## src/rtl/id_ex_stage_if.sv

```systemverilog
// Decode-to-execute bundle: decode fields, forwarding taps, pipeline control
// and the execute-side operands produced by id_ex_stage.
interface id_ex_stage_if;
    logic        id_valid;
    logic [2:0]  id_alu_ctrl;
    logic [31:0] id_rs_data;
    logic [31:0] id_rt_data;
    logic [31:0] id_imm;
    logic        id_use_imm;
    logic [4:0]  id_shamt;
    logic [4:0]  id_rs_addr;
    logic [4:0]  id_rt_addr;
    logic [4:0]  id_rd_addr;
    logic        id_reg_write;
    logic        id_mem_read;

    logic        exmem_reg_write;
    logic [4:0]  exmem_rd;
    logic [31:0] exmem_result;
    logic        memwb_reg_write;
    logic [4:0]  memwb_rd;
    logic [31:0] memwb_result;

    logic        ex_hold;
    logic        flush;

    logic        ex_valid;
    logic [2:0]  alu_ctrl;
    logic [31:0] alu_a;
    logic [31:0] alu_b;
    logic [4:0]  alu_shamt;
    logic [31:0] ex_store_data;
    logic [4:0]  ex_rd;
    logic        ex_reg_write;
    logic        ex_mem_read;
    logic        hazard_stall;

    modport master (
        output id_valid, id_alu_ctrl, id_rs_data, id_rt_data, id_imm, id_use_imm,
               id_shamt, id_rs_addr, id_rt_addr, id_rd_addr, id_reg_write, id_mem_read,
               exmem_reg_write, exmem_rd, exmem_result,
               memwb_reg_write, memwb_rd, memwb_result,
               ex_hold, flush,
        input  ex_valid, alu_ctrl, alu_a, alu_b, alu_shamt, ex_store_data,
               ex_rd, ex_reg_write, ex_mem_read, hazard_stall
    );

    modport slave (
        input  id_valid, id_alu_ctrl, id_rs_data, id_rt_data, id_imm, id_use_imm,
               id_shamt, id_rs_addr, id_rt_addr, id_rd_addr, id_reg_write, id_mem_read,
               exmem_reg_write, exmem_rd, exmem_result,
               memwb_reg_write, memwb_rd, memwb_result,
               ex_hold, flush,
        output ex_valid, alu_ctrl, alu_a, alu_b, alu_shamt, ex_store_data,
               ex_rd, ex_reg_write, ex_mem_read, hazard_stall
    );
endinterface

```

## src/rtl/id_ex_stage.sv

```systemverilog
// ID/EX pipeline register with load-use hazard detection and EX/MEM, MEM/WB
// operand forwarding. Update priority: flush > hold > load-use bubble > capture.
module id_ex_stage (
    input  logic            clk,
    input  logic            rst_n,
    id_ex_stage_if.slave    bus
);
    localparam int NUM_SRC = 2;

    logic        valid_q,     valid_d;
    logic [2:0]  alu_ctrl_q,  alu_ctrl_d;
    logic [31:0] rs_data_q,   rs_data_d;
    logic [31:0] rt_data_q,   rt_data_d;
    logic [31:0] imm_q,       imm_d;
    logic        use_imm_q,   use_imm_d;
    logic [4:0]  shamt_q,     shamt_d;
    logic [4:0]  rs_addr_q,   rs_addr_d;
    logic [4:0]  rt_addr_q,   rt_addr_d;
    logic [4:0]  rd_q,        rd_d;
    logic        reg_write_q, reg_write_d;
    logic        mem_read_q,  mem_read_d;

    logic        hazard;
    logic        load_in_ex;

    // Operand 0 is rs (ALU A), operand 1 is rt (ALU B / store data).
    logic [NUM_SRC-1:0][4:0]  src_addr;
    logic [NUM_SRC-1:0][31:0] src_data;
    logic [NUM_SRC-1:0][31:0] fwd_data;

    assign load_in_ex = valid_q & mem_read_q & (rd_q != 5'd0);

    assign hazard = bus.id_valid & load_in_ex &
                    ((rd_q == bus.id_rs_addr) |
                     ((rd_q == bus.id_rt_addr) & ~bus.id_use_imm));

    always_comb begin
        valid_d     = valid_q;
        alu_ctrl_d  = alu_ctrl_q;
        rs_data_d   = rs_data_q;
        rt_data_d   = rt_data_q;
        imm_d       = imm_q;
        use_imm_d   = use_imm_q;
        shamt_d     = shamt_q;
        rs_addr_d   = rs_addr_q;
        rt_addr_d   = rt_addr_q;
        rd_d        = rd_q;
        reg_write_d = reg_write_q;
        mem_read_d  = mem_read_q;

        if (bus.flush || (!bus.ex_hold && hazard)) begin
            // Bubble: only the control bits matter; data fields keep old values.
            valid_d     = 1'b0;
            reg_write_d = 1'b0;
            mem_read_d  = 1'b0;
        end else if (!bus.ex_hold) begin
            valid_d     = bus.id_valid;
            alu_ctrl_d  = bus.id_alu_ctrl;
            rs_data_d   = bus.id_rs_data;
            rt_data_d   = bus.id_rt_data;
            imm_d       = bus.id_imm;
            use_imm_d   = bus.id_use_imm;
            shamt_d     = bus.id_shamt;
            rs_addr_d   = bus.id_rs_addr;
            rt_addr_d   = bus.id_rt_addr;
            rd_d        = bus.id_rd_addr;
            reg_write_d = bus.id_reg_write;
            mem_read_d  = bus.id_mem_read;
        end
    end

    always_ff @(posedge clk or negedge rst_n) begin
        if (!rst_n) begin
            valid_q     <= 1'b0;
            alu_ctrl_q  <= 3'd0;
            rs_data_q   <= 32'd0;
            rt_data_q   <= 32'd0;
            imm_q       <= 32'd0;
            use_imm_q   <= 1'b0;
            shamt_q     <= 5'd0;
            rs_addr_q   <= 5'd0;
            rt_addr_q   <= 5'd0;
            rd_q        <= 5'd0;
            reg_write_q <= 1'b0;
            mem_read_q  <= 1'b0;
        end else begin
            valid_q     <= valid_d;
            alu_ctrl_q  <= alu_ctrl_d;
            rs_data_q   <= rs_data_d;
            rt_data_q   <= rt_data_d;
            imm_q       <= imm_d;
            use_imm_q   <= use_imm_d;
            shamt_q     <= shamt_d;
            rs_addr_q   <= rs_addr_d;
            rt_addr_q   <= rt_addr_d;
            rd_q        <= rd_d;
            reg_write_q <= reg_write_d;
            mem_read_q  <= mem_read_d;
        end
    end

    assign src_addr[0] = rs_addr_q;
    assign src_addr[1] = rt_addr_q;
    assign src_data[0] = rs_data_q;
    assign src_data[1] = rt_data_q;

    // Register 0 is hardwired, so a producer targeting it is never forwarded.
    generate
        for (genvar gi = 0; gi < NUM_SRC; gi++) begin : g_fwd
            logic hit_exmem;
            logic hit_memwb;
            assign hit_exmem = bus.exmem_reg_write & (bus.exmem_rd == src_addr[gi]) &
                               (src_addr[gi] != 5'd0);
            assign hit_memwb = bus.memwb_reg_write & (bus.memwb_rd == src_addr[gi]) &
                               (src_addr[gi] != 5'd0);
            assign fwd_data[gi] = hit_exmem ? bus.exmem_result :
                                  hit_memwb ? bus.memwb_result :
                                              src_data[gi];
        end
    endgenerate

    assign bus.ex_valid      = valid_q;
    assign bus.alu_ctrl      = alu_ctrl_q;
    assign bus.alu_shamt     = shamt_q;
    assign bus.alu_a         = fwd_data[0];
    assign bus.alu_b         = use_imm_q ? imm_q : fwd_data[1];
    assign bus.ex_store_data = fwd_data[1];
    assign bus.ex_rd         = rd_q;
    assign bus.ex_reg_write  = reg_write_q & valid_q;
    assign bus.ex_mem_read   = mem_read_q & valid_q;
    assign bus.hazard_stall  = hazard;

endmodule

```

## src/flat_wrapper.sv

```systemverilog
// flat-port wrapper written by rule: the top's interface ports become plain ports
module id_ex_stage_flat 
  (clk, rst_n, bus_id_valid, bus_id_alu_ctrl, bus_id_rs_data, bus_id_rt_data, bus_id_imm, bus_id_use_imm, bus_id_shamt, bus_id_rs_addr, bus_id_rt_addr, bus_id_rd_addr, bus_id_reg_write, bus_id_mem_read, bus_exmem_reg_write, bus_exmem_rd, bus_exmem_result, bus_memwb_reg_write, bus_memwb_rd, bus_memwb_result, bus_ex_hold, bus_flush, bus_ex_valid, bus_alu_ctrl, bus_alu_a, bus_alu_b, bus_alu_shamt, bus_ex_store_data, bus_ex_rd, bus_ex_reg_write, bus_ex_mem_read, bus_hazard_stall);
  id_ex_stage_if bus_i ();
  input  logic clk;
  input  logic rst_n;
  input wire logic [$bits(bus_i.id_valid)-1:0] bus_id_valid;
  input wire logic [$bits(bus_i.id_alu_ctrl)-1:0] bus_id_alu_ctrl;
  input wire logic [$bits(bus_i.id_rs_data)-1:0] bus_id_rs_data;
  input wire logic [$bits(bus_i.id_rt_data)-1:0] bus_id_rt_data;
  input wire logic [$bits(bus_i.id_imm)-1:0] bus_id_imm;
  input wire logic [$bits(bus_i.id_use_imm)-1:0] bus_id_use_imm;
  input wire logic [$bits(bus_i.id_shamt)-1:0] bus_id_shamt;
  input wire logic [$bits(bus_i.id_rs_addr)-1:0] bus_id_rs_addr;
  input wire logic [$bits(bus_i.id_rt_addr)-1:0] bus_id_rt_addr;
  input wire logic [$bits(bus_i.id_rd_addr)-1:0] bus_id_rd_addr;
  input wire logic [$bits(bus_i.id_reg_write)-1:0] bus_id_reg_write;
  input wire logic [$bits(bus_i.id_mem_read)-1:0] bus_id_mem_read;
  input wire logic [$bits(bus_i.exmem_reg_write)-1:0] bus_exmem_reg_write;
  input wire logic [$bits(bus_i.exmem_rd)-1:0] bus_exmem_rd;
  input wire logic [$bits(bus_i.exmem_result)-1:0] bus_exmem_result;
  input wire logic [$bits(bus_i.memwb_reg_write)-1:0] bus_memwb_reg_write;
  input wire logic [$bits(bus_i.memwb_rd)-1:0] bus_memwb_rd;
  input wire logic [$bits(bus_i.memwb_result)-1:0] bus_memwb_result;
  input wire logic [$bits(bus_i.ex_hold)-1:0] bus_ex_hold;
  input wire logic [$bits(bus_i.flush)-1:0] bus_flush;
  output wire logic [$bits(bus_i.ex_valid)-1:0] bus_ex_valid;
  output wire logic [$bits(bus_i.alu_ctrl)-1:0] bus_alu_ctrl;
  output wire logic [$bits(bus_i.alu_a)-1:0] bus_alu_a;
  output wire logic [$bits(bus_i.alu_b)-1:0] bus_alu_b;
  output wire logic [$bits(bus_i.alu_shamt)-1:0] bus_alu_shamt;
  output wire logic [$bits(bus_i.ex_store_data)-1:0] bus_ex_store_data;
  output wire logic [$bits(bus_i.ex_rd)-1:0] bus_ex_rd;
  output wire logic [$bits(bus_i.ex_reg_write)-1:0] bus_ex_reg_write;
  output wire logic [$bits(bus_i.ex_mem_read)-1:0] bus_ex_mem_read;
  output wire logic [$bits(bus_i.hazard_stall)-1:0] bus_hazard_stall;
  assign bus_i.id_valid = bus_id_valid;
  assign bus_i.id_alu_ctrl = bus_id_alu_ctrl;
  assign bus_i.id_rs_data = bus_id_rs_data;
  assign bus_i.id_rt_data = bus_id_rt_data;
  assign bus_i.id_imm = bus_id_imm;
  assign bus_i.id_use_imm = bus_id_use_imm;
  assign bus_i.id_shamt = bus_id_shamt;
  assign bus_i.id_rs_addr = bus_id_rs_addr;
  assign bus_i.id_rt_addr = bus_id_rt_addr;
  assign bus_i.id_rd_addr = bus_id_rd_addr;
  assign bus_i.id_reg_write = bus_id_reg_write;
  assign bus_i.id_mem_read = bus_id_mem_read;
  assign bus_i.exmem_reg_write = bus_exmem_reg_write;
  assign bus_i.exmem_rd = bus_exmem_rd;
  assign bus_i.exmem_result = bus_exmem_result;
  assign bus_i.memwb_reg_write = bus_memwb_reg_write;
  assign bus_i.memwb_rd = bus_memwb_rd;
  assign bus_i.memwb_result = bus_memwb_result;
  assign bus_i.ex_hold = bus_ex_hold;
  assign bus_i.flush = bus_flush;
  assign bus_ex_valid = bus_i.ex_valid;
  assign bus_alu_ctrl = bus_i.alu_ctrl;
  assign bus_alu_a = bus_i.alu_a;
  assign bus_alu_b = bus_i.alu_b;
  assign bus_alu_shamt = bus_i.alu_shamt;
  assign bus_ex_store_data = bus_i.ex_store_data;
  assign bus_ex_rd = bus_i.ex_rd;
  assign bus_ex_reg_write = bus_i.ex_reg_write;
  assign bus_ex_mem_read = bus_i.ex_mem_read;
  assign bus_hazard_stall = bus_i.hazard_stall;
  id_ex_stage u_core (.clk(clk), .rst_n(rst_n), .bus(bus_i));
endmodule
```

## config.mk

```make
export PLATFORM = sky130hd
export DESIGN_NAME = id_ex_stage_flat
export DESIGN_NICKNAME = d
export VERILOG_FILES = /design/src/rtl/id_ex_stage_if.sv /design/src/rtl/id_ex_stage.sv /design/src/flat_wrapper.sv
export SDC_FILE = /design/constraint.sdc
export NUM_CORES = 1
export LEC_CHECK = 0
export ABC_AREA = 0
export BUFFER_PORTS_ARGS = -buffer_cell sky130_fd_sc_hd__buf_2
export CORE_AREA = 3 3 123 125
export CTS_BUF_LIST = sky130_fd_sc_hd__clkbuf_4 sky130_fd_sc_hd__clkbuf_8
export DETAILED_ROUTE_END_ITERATION = 6
export DIE_AREA = 0 0 126 128
export GPL_TIMING_DRIVEN = 0
export MAX_ROUTING_LAYER = met4
export PLACE_DENSITY = 0.93
export SLEW_MARGIN = 20
export SYNTH_ARGS = -nofsm -noshare
export SYNTH_HDL_FRONTEND = slang
export SYNTH_SLANG_ARGS = --single-unit
```

## constraint.sdc

```tcl
create_clock -name clk -period 4.3 [get_ports clk]
set_input_delay 0.43 -clock clk [delete_from_list [all_inputs] [get_ports clk]]
set_output_delay 0.43 -clock clk [all_outputs]
set_load 0.02 [all_outputs]
```

# Word level (Yosys, flattened, before mapping)
# Index checks and enable logic that the tools add are counted.
[word_totals] reg_bits=123 elab_cells=55
[classes] eq_ne=7 n_mux=11 bitwise=18 reduce_logical=7
[ops] op="$mux W32" count=5
[ops] op="$eq A5 B5 Y1" count=6
[ops] op="$reduce_bool A5 Y1" count=3
[ops] op="$and A1 B1 Y1" count=14
[ops] op="$mux W1" count=6
[ops] op="$not A1 Y1" count=3
[ops] op="$ne A2 B1 Y1 const B" count=1
[ops] op="$reduce_and A2 Y1" count=1
[ops] op="$logic_and A1 B1 Y1" count=1
[ops] op="$logic_not A1 Y1" count=1
[ops] op="$logic_or A1 B1 Y1" count=1
[ops] op="$or A1 B1 Y1" count=1

# Logic depth before layout (Yosys ltp)
[depth] ltp_word=8 depth_mapped=8 mapped_depth_nobuf=5

# Least setup slack after synthesis
# No wires, ideal clock.
[synth_path] path_kind="register to output" startpoint="register u_core.rt_addr_q[1]" endpoint="output port bus_alu_b[12]" t_arrival_ns=2.331 t_required_ns=3.870 slack_ns=1.539 path_stages_with_launch=8 path_buffers=2 path_cell_list="dfrtp_1 -> or4_4 -> nor2_4 -> or3_1 -> clkbuf_2 -> buf_2 -> a221oi_1 -> o31ai_1"
[synth_between] elab_chain_cells=6 elab_cells_between_ends=10 classes_between="eq/ne: 2; mux: 3; bitwise: 4; reduce/logical: 1"
[synth_rtl] element="start: declaration" line_no="id_ex_stage.sv:18" source="logic [4:0] rt_addr_q, rt_addr_d;"
[synth_rtl] element="start signal: assignment" line_no="id_ex_stage.sv:95" source="rt_addr_q <= rt_addr_d;"
[synth_rtl] element="$eq A5 B5 Y1" line_no="id_ex_stage.sv:114" source="assign hit_memwb = bus.memwb_reg_write & (bus.memwb_rd == src_addr[gi]) &"
[synth_rtl] element="$and A1 B1 Y1 (2 in a row)" line_no="id_ex_stage.sv:114"
[synth_rtl] element="$mux W32" line_no="id_ex_stage.sv:117" source="hit_memwb ? bus.memwb_result :"
[synth_rtl] element="$mux W32 *" line_no="id_ex_stage.sv:116" source="assign fwd_data[gi] = hit_exmem ? bus.exmem_result :"
[synth_rtl] element="$mux W32 *" line_no="id_ex_stage.sv:126" source="assign bus.alu_b = use_imm_q ? imm_q : fwd_data[1];"
[synth_rtl] element="end: declaration" line_no="flat_wrapper.sv:30" source="output wire logic [$bits(bus_i.alu_b)-1:0] bus_alu_b;"
# Every way passes the cells marked *; elsewhere a longest branch is shown, timed or not.

# Worst setup path after layout
[layout_path] startpoint="register u_core.rt_addr_q[0]" endpoint="output port bus_alu_b[29]"
# Same word-level chain as after synthesis.

==> results.toml <==
[clock_tree]
hold_buffers = 1
cts_resized = 0
numCtsBuffers = 17
tritoncts = "built"
root_buffer = "clkbuf_8"
clock_latency_ps = 450
clock_path_buffers = 2
htreeDepth = 4
post_cts_buffers = 0
path_clk_slew_ps = 90
cts.sink_count = 123

[floorplan]
start_util_pct = 50.0
die_width_um = 126
die-area_mm2 = 0.0161
io_pins = 316
rows = 43
core_area_mm2 = 0.0140
die_y_um = 128

[worst_hold_path]
hold_path_class = "input pin to flip-flop"

[grt]
grt_max_degree = 63
grt_pass1_wl_mm = 39.4
antenna_found_initial = 4
grt_usage_pct = 32.9
grt_pass1_vias = 7117
grt-ovfl-total = 0

[power]
p_leak_nw = 4.23
power_density_mw_per_mm2 = 408
finalPower_w = 0.00377
ir_drop_mv = 0.297

[detailed_routing]
wl_met3_mm = 2.41
drt_iter0_markers = 554
top_layer = "met4"
avgViaCountPerCell = 5.91
drc_errors = 0
m1WireLength_mm = 10.0
first_pass_iters = 5
final_antenna_net_count = 0
wl_per_cell_um = 22.6
met2_length_mm = 13.5
wl_mm = 26.8
vias = 7009

[critical_path]
slowest_delay_ps = 590
cp-end-kind = "output pin"
path_cells = "buf_2 -> xnor2_1 -> nand4_2 -> nor2_1 -> clkbuf_1 -> a221oi_1 -> o31ai_1 -> buf_2"
cp.arrival_ps = 3580
cp_slowest_cell = "nor2_1"
cp_top_family = "buffers and inverters"
crit_type = "flip-flop to output pin"
cp_max_fo = 10
required_ps = 3870
cp_common_cell = "buf_2"
critPathLaunchType = "flip-flop"
cp_num_buf_inv = 3

[layout]
area_delta_synth_final_pct = 32.2
drive_gt1_share_pct = 51.7
layout.nets = 1191

[timing]
fin_skew_ps = 11.0
finalSetupViolations = 0
period_minus_slack_ps = 4010
fmax_mhz = 250
grt_setup_unrepaired = "no"
slew_headroom_pct = 48.7
post-route-period-util_pct = 93.2
final.setup.tns_ps = 0
worst_pin_slew_ps = 762
slew_viol_final = 0
hold_viol_final = 0

[outcome]
status = "finished, final reports clean"

[placement]
gp_congestion = 0.940
place_hpwl_mm = 20.6
numPortBuffers = 315

[yosys]
syn_area_mm2 = 0.00699
async_flop_share_pct = 100
synth_nets = 854
syn_area_per_cell_um2 = 10.7
ys_seq_area_share_pct = 44.0
synth.lib_cells_used.distinct = 38
synthFlopType = "dfrtp_1"
ys_ff_latch = 123
synth_edf_count = 0
ys_warn_count = 0
netlist_instances = 651

[run]
cap_violations = 0
==> report_power, final <==
group          leakage (nW)  switching [W]  internal (W)
Combinational          2.59       0.000784      0.000542
Sequential             1.45       0.000121       0.00132
Clock                 0.185       0.000512      0.000489
==> routing by layer <==
| metal | up-vias | GRT usage [%] |
|---|---|---|
| met5 | - | - |
| met4 | 0 | 12.4 |
| met3 | 71 | 7.63 |
| met2 | 457 | 55.1 |
| met1 | 3413 | 38.8 |
| li1 | 3068 | - |
==> placed cells by master (no fill, tap or decap), types with 2 or more instances in the layout <==
master      count
clkinv_2        3
nand3b_1        2
nand3_1        17
clkinv_4        3
nand2_1        53
or4_1           2
o31ai_1        32
diode_2         4
buf_2         337
xor2_1          5
nor3_1         16
o21ai_0        35
a31oi_1        16
clkbuf_1       24
a221oi_1       16
nor4_2          2
mux2_2        136
clkinvlp_4      4
mux2i_1        32
and2_1          2
buf_4           3
dfrtp_1       123
inv_6           2
xnor2_1        24
or2_1           2
clkbuf_8       19
and3_1         32
nor2_1         37
nand4_1         4
==> cell usage after synthesis, drive strengths merged (17+ instances only) <==
cell type  count  share of area [%]
buf           26                1.9
mux2         136                 22
nand2         53                2.8
nand3         17                1.2
dfrtp        123                 44
o21ai         35                2.5
clkbuf        25                1.4
o31ai         32                3.4
mux2i         32                4.6
nor2          38                2.1
xnor2         25                3.2
and3          32                2.9
==> sequential cells by signal (all words and copies together), names as in the netlist, 3 cells and up <==
| signal | flops |
|---|---|
| u_core.imm_q | 32 |
| u_core.rs_data_q | 32 |
| u_core.rt_data_q | 32 |
| u_core.bus.alu_shamt | 5 |
| u_core.bus.ex_rd | 5 |
| u_core.rs_addr_q | 5 |
| u_core.rt_addr_q | 5 |
| u_core.bus.alu_ctrl | 3 |
==> path summary, 6_finish.rpt <==
kind                                startpoint                      end  slack, ps  cells after the start
min in group asynchronous                rst_n  u_core.bus.alu_shamt[0]        540                      2
max in group asynchronous                rst_n      u_core.rs_data_q[8]       3050                      3
hold / removal                       bus_flush      u_core.bus.ex_valid        170                      2
hold reg to reg               u_core.imm_q[25]         u_core.imm_q[25]        510                      1
setup / recovery           u_core.rt_addr_q[0]            bus_alu_b[29]        290                      8
setup reg to reg           u_core.bus.ex_rd[1]     u_core.rt_data_q[29]       1650                      6
==> cell type report <==
cell class / instances / area [µm²]
buffer: 51 / 229
fill: 1087 / 4740
clock inverter: 13 / 119
sequential: 123 / 3080
clock buffer: 19 / 262
antenna: 4 / 10.0
multi-input combinational: 477 / 3690
tap: 180 / 225
timing repair buffer: 318 / 1630
==> worst reg2reg max path, delay by kind of cell, from the launching register on <==
family	cells	cell delay, ps
multiplexers	1	390
buffers and inverters	2	630
AO/OA/AOI/OAI	2	510
flip-flops	1	440
AND/OR/NAND/NOR	1	580
==> cell families (layout without fill, tap and decap cells) <==
| kind of cell | Yosys count | count (layout) | share of synthesized area [%] |
|---|---|---|---|
| AO/OA/AOI/OAI | 104 | 104 | 10.1 |
| buffers and inverters | 51 | 401 | 3.27 |
| flip-flops | 123 | 123 | 44.0 |
| AND/OR/NAND/NOR | 175 | 175 | 12.3 |
| multiplexers | 168 | 168 | 26.5 |
| other | 0 | 4 | 0 |
| XOR/XNOR | 30 | 30 | 3.86 |
==> per-stage QoR <==
stage / hold slack (ps) / instances / instance area [µm²] / util [%] / setup slack, ps
finish: 175 / 1185 / 9240 / 66.1 / 292
global route: 168 / 1185 / 9240 / 66.1 / 120
CTS: 159 / 1181 / 9230 / 66.0 / 397
detailed placement: 451 / 1148 / 8840 / 63.2 / 836
global placement: 483 / 1146 / 8800 / 62.9 / 544
floorplan: 134 / 651 / 6990 / - / 1540
No activity file was read; power rests on OpenSTA's default activity.
